File: config.mk
export PLATFORM = sky130hd
export DESIGN_NAME = lane_dispatcher
export DESIGN_NICKNAME = d
export VERILOG_FILES = /design/src/rtl/lane_dispatcher_pkg.sv /design/src/rtl/lane_dispatcher_sync_fifo.sv /design/src/rtl/lane_dispatcher.sv
export SDC_FILE = /design/constraint.sdc
export NUM_CORES = 1
export LEC_CHECK = 0
export ABC_AREA = 1
export BUFFER_PORTS_ARGS = -buffer_cell sky130_fd_sc_hd__clkbuf_2
export CORE_UTILIZATION = 30
export DETAILED_ROUTE_END_ITERATION = 8
export GPL_ROUTABILITY_DRIVEN = 0
export GPL_TIMING_DRIVEN = 0
export SKIP_CTS_REPAIR_TIMING = 1
export SLEW_MARGIN = 10
export SYNTH_ARGS = -nofsm -noshare
export SYNTH_HDL_FRONTEND = slang
export SYNTH_HIERARCHICAL = 1
export SYNTH_SLANG_ARGS = --single-unit
export TNS_END_PERCENT = 100
File: constraint.sdc
create_clock -name clk -period 5.1 [get_ports clk]
set_input_delay 1.275 -clock clk [delete_from_list [all_inputs] [get_ports clk]]
set_output_delay 1.275 -clock clk [all_outputs]
set_load 0.1 [all_outputs]
File: src/rtl/lane_dispatcher_pkg.sv
// Shared constants and helpers for the lane dispatcher.
//   DEF_NUM_LANES / DEF_DATA_W / DEF_FIFO_DEPTH : default parameter values
//   MAX_LANES, lane_idx_t                       : lane index type wide enough for any legal lane count
//   idx_width()                                 : index width for n items, never below 1 bit
//   next_lane()                                 : round-robin successor with wrap at num_lanes-1
package lane_dispatcher_pkg;

   localparam int unsigned DEF_NUM_LANES  = 3;
   localparam int unsigned DEF_DATA_W     = 8;
   localparam int unsigned DEF_FIFO_DEPTH = 4;

   localparam int unsigned MAX_LANES  = 8;
   localparam int unsigned LANE_IDX_W = $clog2(MAX_LANES);

   typedef logic [LANE_IDX_W-1:0] lane_idx_t;

   // Width of an index over n items; a single item still needs one bit of storage.
   function automatic int unsigned idx_width(input int unsigned n);
      return (n > 1) ? $clog2(n) : 1;
   endfunction

   // Round-robin successor: wraps the last lane back to lane 0.
   function automatic lane_idx_t next_lane(input lane_idx_t cur, input int unsigned num_lanes);
      lane_idx_t nxt;
      if (32'(cur) >= (num_lanes - 1)) begin
         nxt = '0;
      end else begin
         nxt = lane_idx_t'(cur + lane_idx_t'(1));
      end
      return nxt;
   endfunction

endpackage

File: src/rtl/lane_dispatcher_sync_fifo.sv
// Synchronous FIFO used as the dispatcher input buffer.
//   clk, rst       : clock, asynchronous active-high reset
//   push, wdata    : write request and payload (ignored while full)
//   pop            : read request (ignored while empty)
//   rdata          : head-of-queue payload, valid while !empty
//   full, empty    : occupancy flags decided from count
//   count          : current occupancy, 0..DEPTH
module sync_fifo
   import lane_dispatcher_pkg::*;
#(
   parameter  int unsigned DATA_W = DEF_DATA_W,
   parameter  int unsigned DEPTH  = DEF_FIFO_DEPTH,
   localparam int unsigned PTR_W  = idx_width(DEPTH),
   localparam int unsigned CNT_W  = $clog2(DEPTH + 1)
) (
   input  logic              clk,
   input  logic              rst,
   input  logic              push,
   input  logic [DATA_W-1:0] wdata,
   input  logic              pop,
   output logic [DATA_W-1:0] rdata,
   output logic              full,
   output logic              empty,
   output logic [CNT_W-1:0]  count
);

   logic [DATA_W-1:0] mem [DEPTH];

   logic [PTR_W-1:0] wptr_q, wptr_d;
   logic [PTR_W-1:0] rptr_q, rptr_d;
   logic [CNT_W-1:0] count_q, count_d;

   logic do_push;
   logic do_pop;

   assign full  = (count_q == CNT_W'(DEPTH));
   assign empty = (count_q == '0);
   assign count = count_q;
   assign rdata = mem[rptr_q];

   // Requests are qualified here so the FIFO can never over- or under-run.
   assign do_push = push && !full;
   assign do_pop  = pop && !empty;

   // Pointer/occupancy state.
   always_ff @(posedge clk or posedge rst) begin
      if (rst) begin
         wptr_q  <= '0;
         rptr_q  <= '0;
         count_q <= '0;
      end else begin
         wptr_q  <= wptr_d;
         rptr_q  <= rptr_d;
         count_q <= count_d;
      end
   end

   // Next pointer/occupancy; pointers wrap explicitly at DEPTH-1.
   always_comb begin
      wptr_d  = wptr_q;
      rptr_d  = rptr_q;
      count_d = count_q;

      if (do_push) begin
         wptr_d = (wptr_q == PTR_W'(DEPTH - 1)) ? '0 : PTR_W'(wptr_q + PTR_W'(1));
      end
      if (do_pop) begin
         rptr_d = (rptr_q == PTR_W'(DEPTH - 1)) ? '0 : PTR_W'(rptr_q + PTR_W'(1));
      end

      unique case ({do_push, do_pop})
         2'b10:   count_d = CNT_W'(count_q + CNT_W'(1));
         2'b01:   count_d = CNT_W'(count_q - CNT_W'(1));
         default: count_d = count_q;
      endcase
   end

   // Storage carries no reset; contents behind the read pointer are don't-care.
   always_ff @(posedge clk) begin
      if (do_push) begin
         mem[wptr_q] <= wdata;
      end
   end

endmodule

File: src/rtl/lane_dispatcher.sv
// Buffers an upstream word stream and hands words to NUM_LANES downstream lanes
// in strict round-robin order; a stalled lane holds the rotation.
//   clk, rst   : clock, asynchronous active-high reset
//   in_valid   : upstream word present
//   in_ready   : buffer can accept a word (low while full or in reset)
//   in_data    : upstream payload
//   out_valid  : one-hot valid, only the targeted lane, only when a word is buffered
//   out_ready  : per-lane ready; only the targeted lane's bit matters
//   out_data   : head-of-buffer payload broadcast to every lane
//   count      : buffer occupancy
//   lane_sel   : lane currently targeted
module lane_dispatcher
   import lane_dispatcher_pkg::*;
#(
   parameter  int unsigned NUM_LANES  = DEF_NUM_LANES,
   parameter  int unsigned DATA_W     = DEF_DATA_W,
   parameter  int unsigned FIFO_DEPTH = DEF_FIFO_DEPTH,
   localparam int unsigned LANE_W     = idx_width(NUM_LANES),
   localparam int unsigned CNT_W      = $clog2(FIFO_DEPTH + 1)
) (
   input  logic                 clk,
   input  logic                 rst,
   input  logic                 in_valid,
   output logic                 in_ready,
   input  logic [DATA_W-1:0]    in_data,
   output logic [NUM_LANES-1:0] out_valid,
   input  logic [NUM_LANES-1:0] out_ready,
   output logic [DATA_W-1:0]    out_data,
   output logic [CNT_W-1:0]     count,
   output logic [LANE_W-1:0]    lane_sel
);

   logic              full;
   logic              empty;
   logic              push;
   logic              pop;
   logic [LANE_W-1:0] lane_q, lane_d;

   // No push while full, even when a pop happens in the same cycle.
   assign in_ready = !full && !rst;
   assign push     = in_valid && in_ready;

   // out_valid is already one-hot at the targeted lane, so masking ignores the others.
   assign pop      = |(out_valid & out_ready);

   assign lane_sel = lane_q;

   sync_fifo #(
      .DATA_W (DATA_W),
      .DEPTH  (FIFO_DEPTH)
   ) u_fifo (
      .clk   (clk),
      .rst   (rst),
      .push  (push),
      .wdata (in_data),
      .pop   (pop),
      .rdata (out_data),
      .full  (full),
      .empty (empty),
      .count (count)
   );

   // Round-robin lane pointer register.
   always_ff @(posedge clk or posedge rst) begin
      if (rst) begin
         lane_q <= '0;
      end else begin
         lane_q <= lane_d;
      end
   end

   // Advance only on a completed hand-off so a stalled lane is never skipped.
   always_comb begin
      lane_d = lane_q;
      if (pop) begin
         lane_d = LANE_W'(next_lane(lane_idx_t'(lane_q), NUM_LANES));
      end
   end

   // One-hot valid decode.
   for (genvar i = 0; i < NUM_LANES; i++) begin : g_lane
      assign out_valid[i] = !empty && (lane_q == LANE_W'(i));
   end

endmodule
==> out/metrics.csv <==
metric,value,unit
outcome,"finished, final reports clean",
syn nets,196,
CTS tree,built,
Post-Syn Area,1919,µm²
WS Path Type,in2out,
worst-margin pin slew,0.8323,ns
clock skew,0.003388,ns
final setup vio count,0,
Worst Hold Class,reg2reg,
dpl hpwl,2464,µm
total CTS buffers,5,
worst skew pair latency,0.29,ns
Required @ worst endpoint,3.83,ns
Core Region,6061,µm²
Yosys warning count,6,
FF+latch area,1186,µm²
Cell Rows,28,
setup TNS,0,ns
Worst Setup End Kind,primary output,
# DRC,0,
CTS sink cnt,41,
Post-synth EDFFs,32,
I/O pin count,31,
Slew headroom,44.31,%
post-DR vias/cell,4.333,
register area share after synthesis,61.80,%
grt ovf,0,
H-tree level count,2,
final layout net count,233,
drt initial violations,57,
Netlist cell types,19,
max-slew violation count,0,
CP Launch Type,primary input,
largest net degree at the start of global routing,15,
Global Route Usage Sum,11.78,%
Max Freq,311.7,MHz
Starting Density,31.67,%
final WL,3425,µm
diode count,0,
clock buffer depth,2,
first drt pass iteration count,4,
fin crit period,3.208,ns
Final period util,62.90,%
Mapped Cells,175,
die area,6722,µm²
Avg Inst Size Synth,10.97,µm²
vias in the first global route,1187,
post-DR wirelength/cell,11.89,µm
Post-synth top flop,edfxtp_1,
Die Wd,81.99,µm
Vias,1248,
I/O Buffers,30,
Vert. Die Dim,81.99,µm
Fillers,598,
first-pass GRT wire length,5568,µm
Yosys reg bits,41,
Worst Path Max Fanout,4,
share of layout cells above drive strength 1,23.00,%
fraction of registers with async set/reset,21.95,%
final core utilization,37.96,%
unrepaired setup endpoints after global routing,false,
"Reg clk slew, reported paths",0.08,ns
footprint of the multi-input gates,541.8,µm²
synthesis-to-finish area growth,19.88,%
initial antenna violation count,0,
root buf cell,clkbuf_8,
max cap viols,0,
final hold vios,0,
Post-DRT Antenna Nets,0,
arrival time worst endpoint,1.93,ns
## cell families after synthesis
| group | count (synthesis) | synth area share (%) |
|---|---|---|
| compound gates | 18 | 6.779 |
| xor+xnor | 1 | 0.4564 |
| fa+ha+maj | 7 | 4.954 |
| buf+inv | 41 | 9.974 |
| flops | 41 | 61.80 |
| simple gates | 67 | 16.04 |
## cells in the mapped netlist (2+ instances only)
cell type | number | area (µm²)
nor3_1 | 2 | 10.01
nand4_1 | 3 | 18.77
buf_6 | 5 | 56.30
nor2_1 | 8 | 30.03
o211ai_1 | 16 | 120.1
nand3_2 | 4 | 40.04
dfrtp_1 | 9 | 225.2
nand2_1 | 41 | 153.9
ha_1 | 6 | 75.07
edfxtp_1 | 32 | 960.9
inv_1 | 36 | 135.1
nand3_1 | 6 | 30.03
## state kept, by name (all words and copies together) (netlist names)
name / count
u_fifo/mem: 32
u_fifo/wptr_q: 2
lane_sel: 2
u_fifo/count: 3
u_fifo/rptr_q: 2
## metrics by stage
step | hold WS (ns) | cells | worst slack, ns | area (µm²)
after floorplan | 0.4914 | 175 | 0.3351 | 1919
after global placement | 0.4825 | 280 | 1.895 | 2163
after detailed placement | 0.4908 | 280 | 1.887 | 2163
after CTS | 0.5059 | 288 | 1.887 | 2301
after global routing | 0.5349 | 288 | 1.832 | 2301
final | 0.4965 | 288 | 1.892 | 2301
## placed cells by master, fill, tap and decap left out, types with 2 or more instances in the layout
master	Yosys	layout
o211ai_1	16	16
clkbuf_2	0	30
nand3_2	4	4
dfrtp_1	9	9
nor3_1	2	2
buf_6	5	5
edfxtp_1	32	32
nand2_1	41	41
nand4_1	3	3
clkbuf_8	0	5
nand3_1	6	6
bufinv_16	0	2
ha_1	6	6
nor2_1	8	8
inv_1	36	36
## cell type report
cell class	instances	area share [%]
Clock buffer	5	2.991
Clock inverter	3	2.991
Sequential cell	41	51.55
Inverter	36	5.873
Buffer	5	2.447
Tap cell	75	4.078
Timing Repair Buffer	30	6.525
Multi-Input combinational cell	93	23.55
## worst max-delay path, stage by stage
cell and delay [ns]:
clkbuf_2 0.10, nor2_1 0.10, clkbuf_2 0.46
## metal layers
metal	vias to the layer above	routed length, µm	global-route usage, %
li1	646	-	-
met1	565	1582	14.87
met2	29	1597	18.02
met3	8	170	2.556
met4	0	75	7.895
met5	-	0	0
## path summary, 6_finish.rpt
check | slack, ns | end | cells after the start | startpoint
min reg2reg | 0.50 | u_fifo/count[0] | 1 | u_fifo/count[0]
max | 1.89 | in_ready | 3 | rst
max reg2reg | 2.74 | u_fifo/mem[2][5] | 6 | u_fifo/count[1]
min | 0.50 | u_fifo/count[0] | 1 | u_fifo/count[0]
min in group asynchronous | 0.83 | lane_sel[0] | 2 | rst
max in group asynchronous | 3.97 | u_fifo/wptr_q[0] | 2 | rst
Power is not shown: default switching activity piles up to over one toggle a cycle in this logic, so the estimate is an artifact.
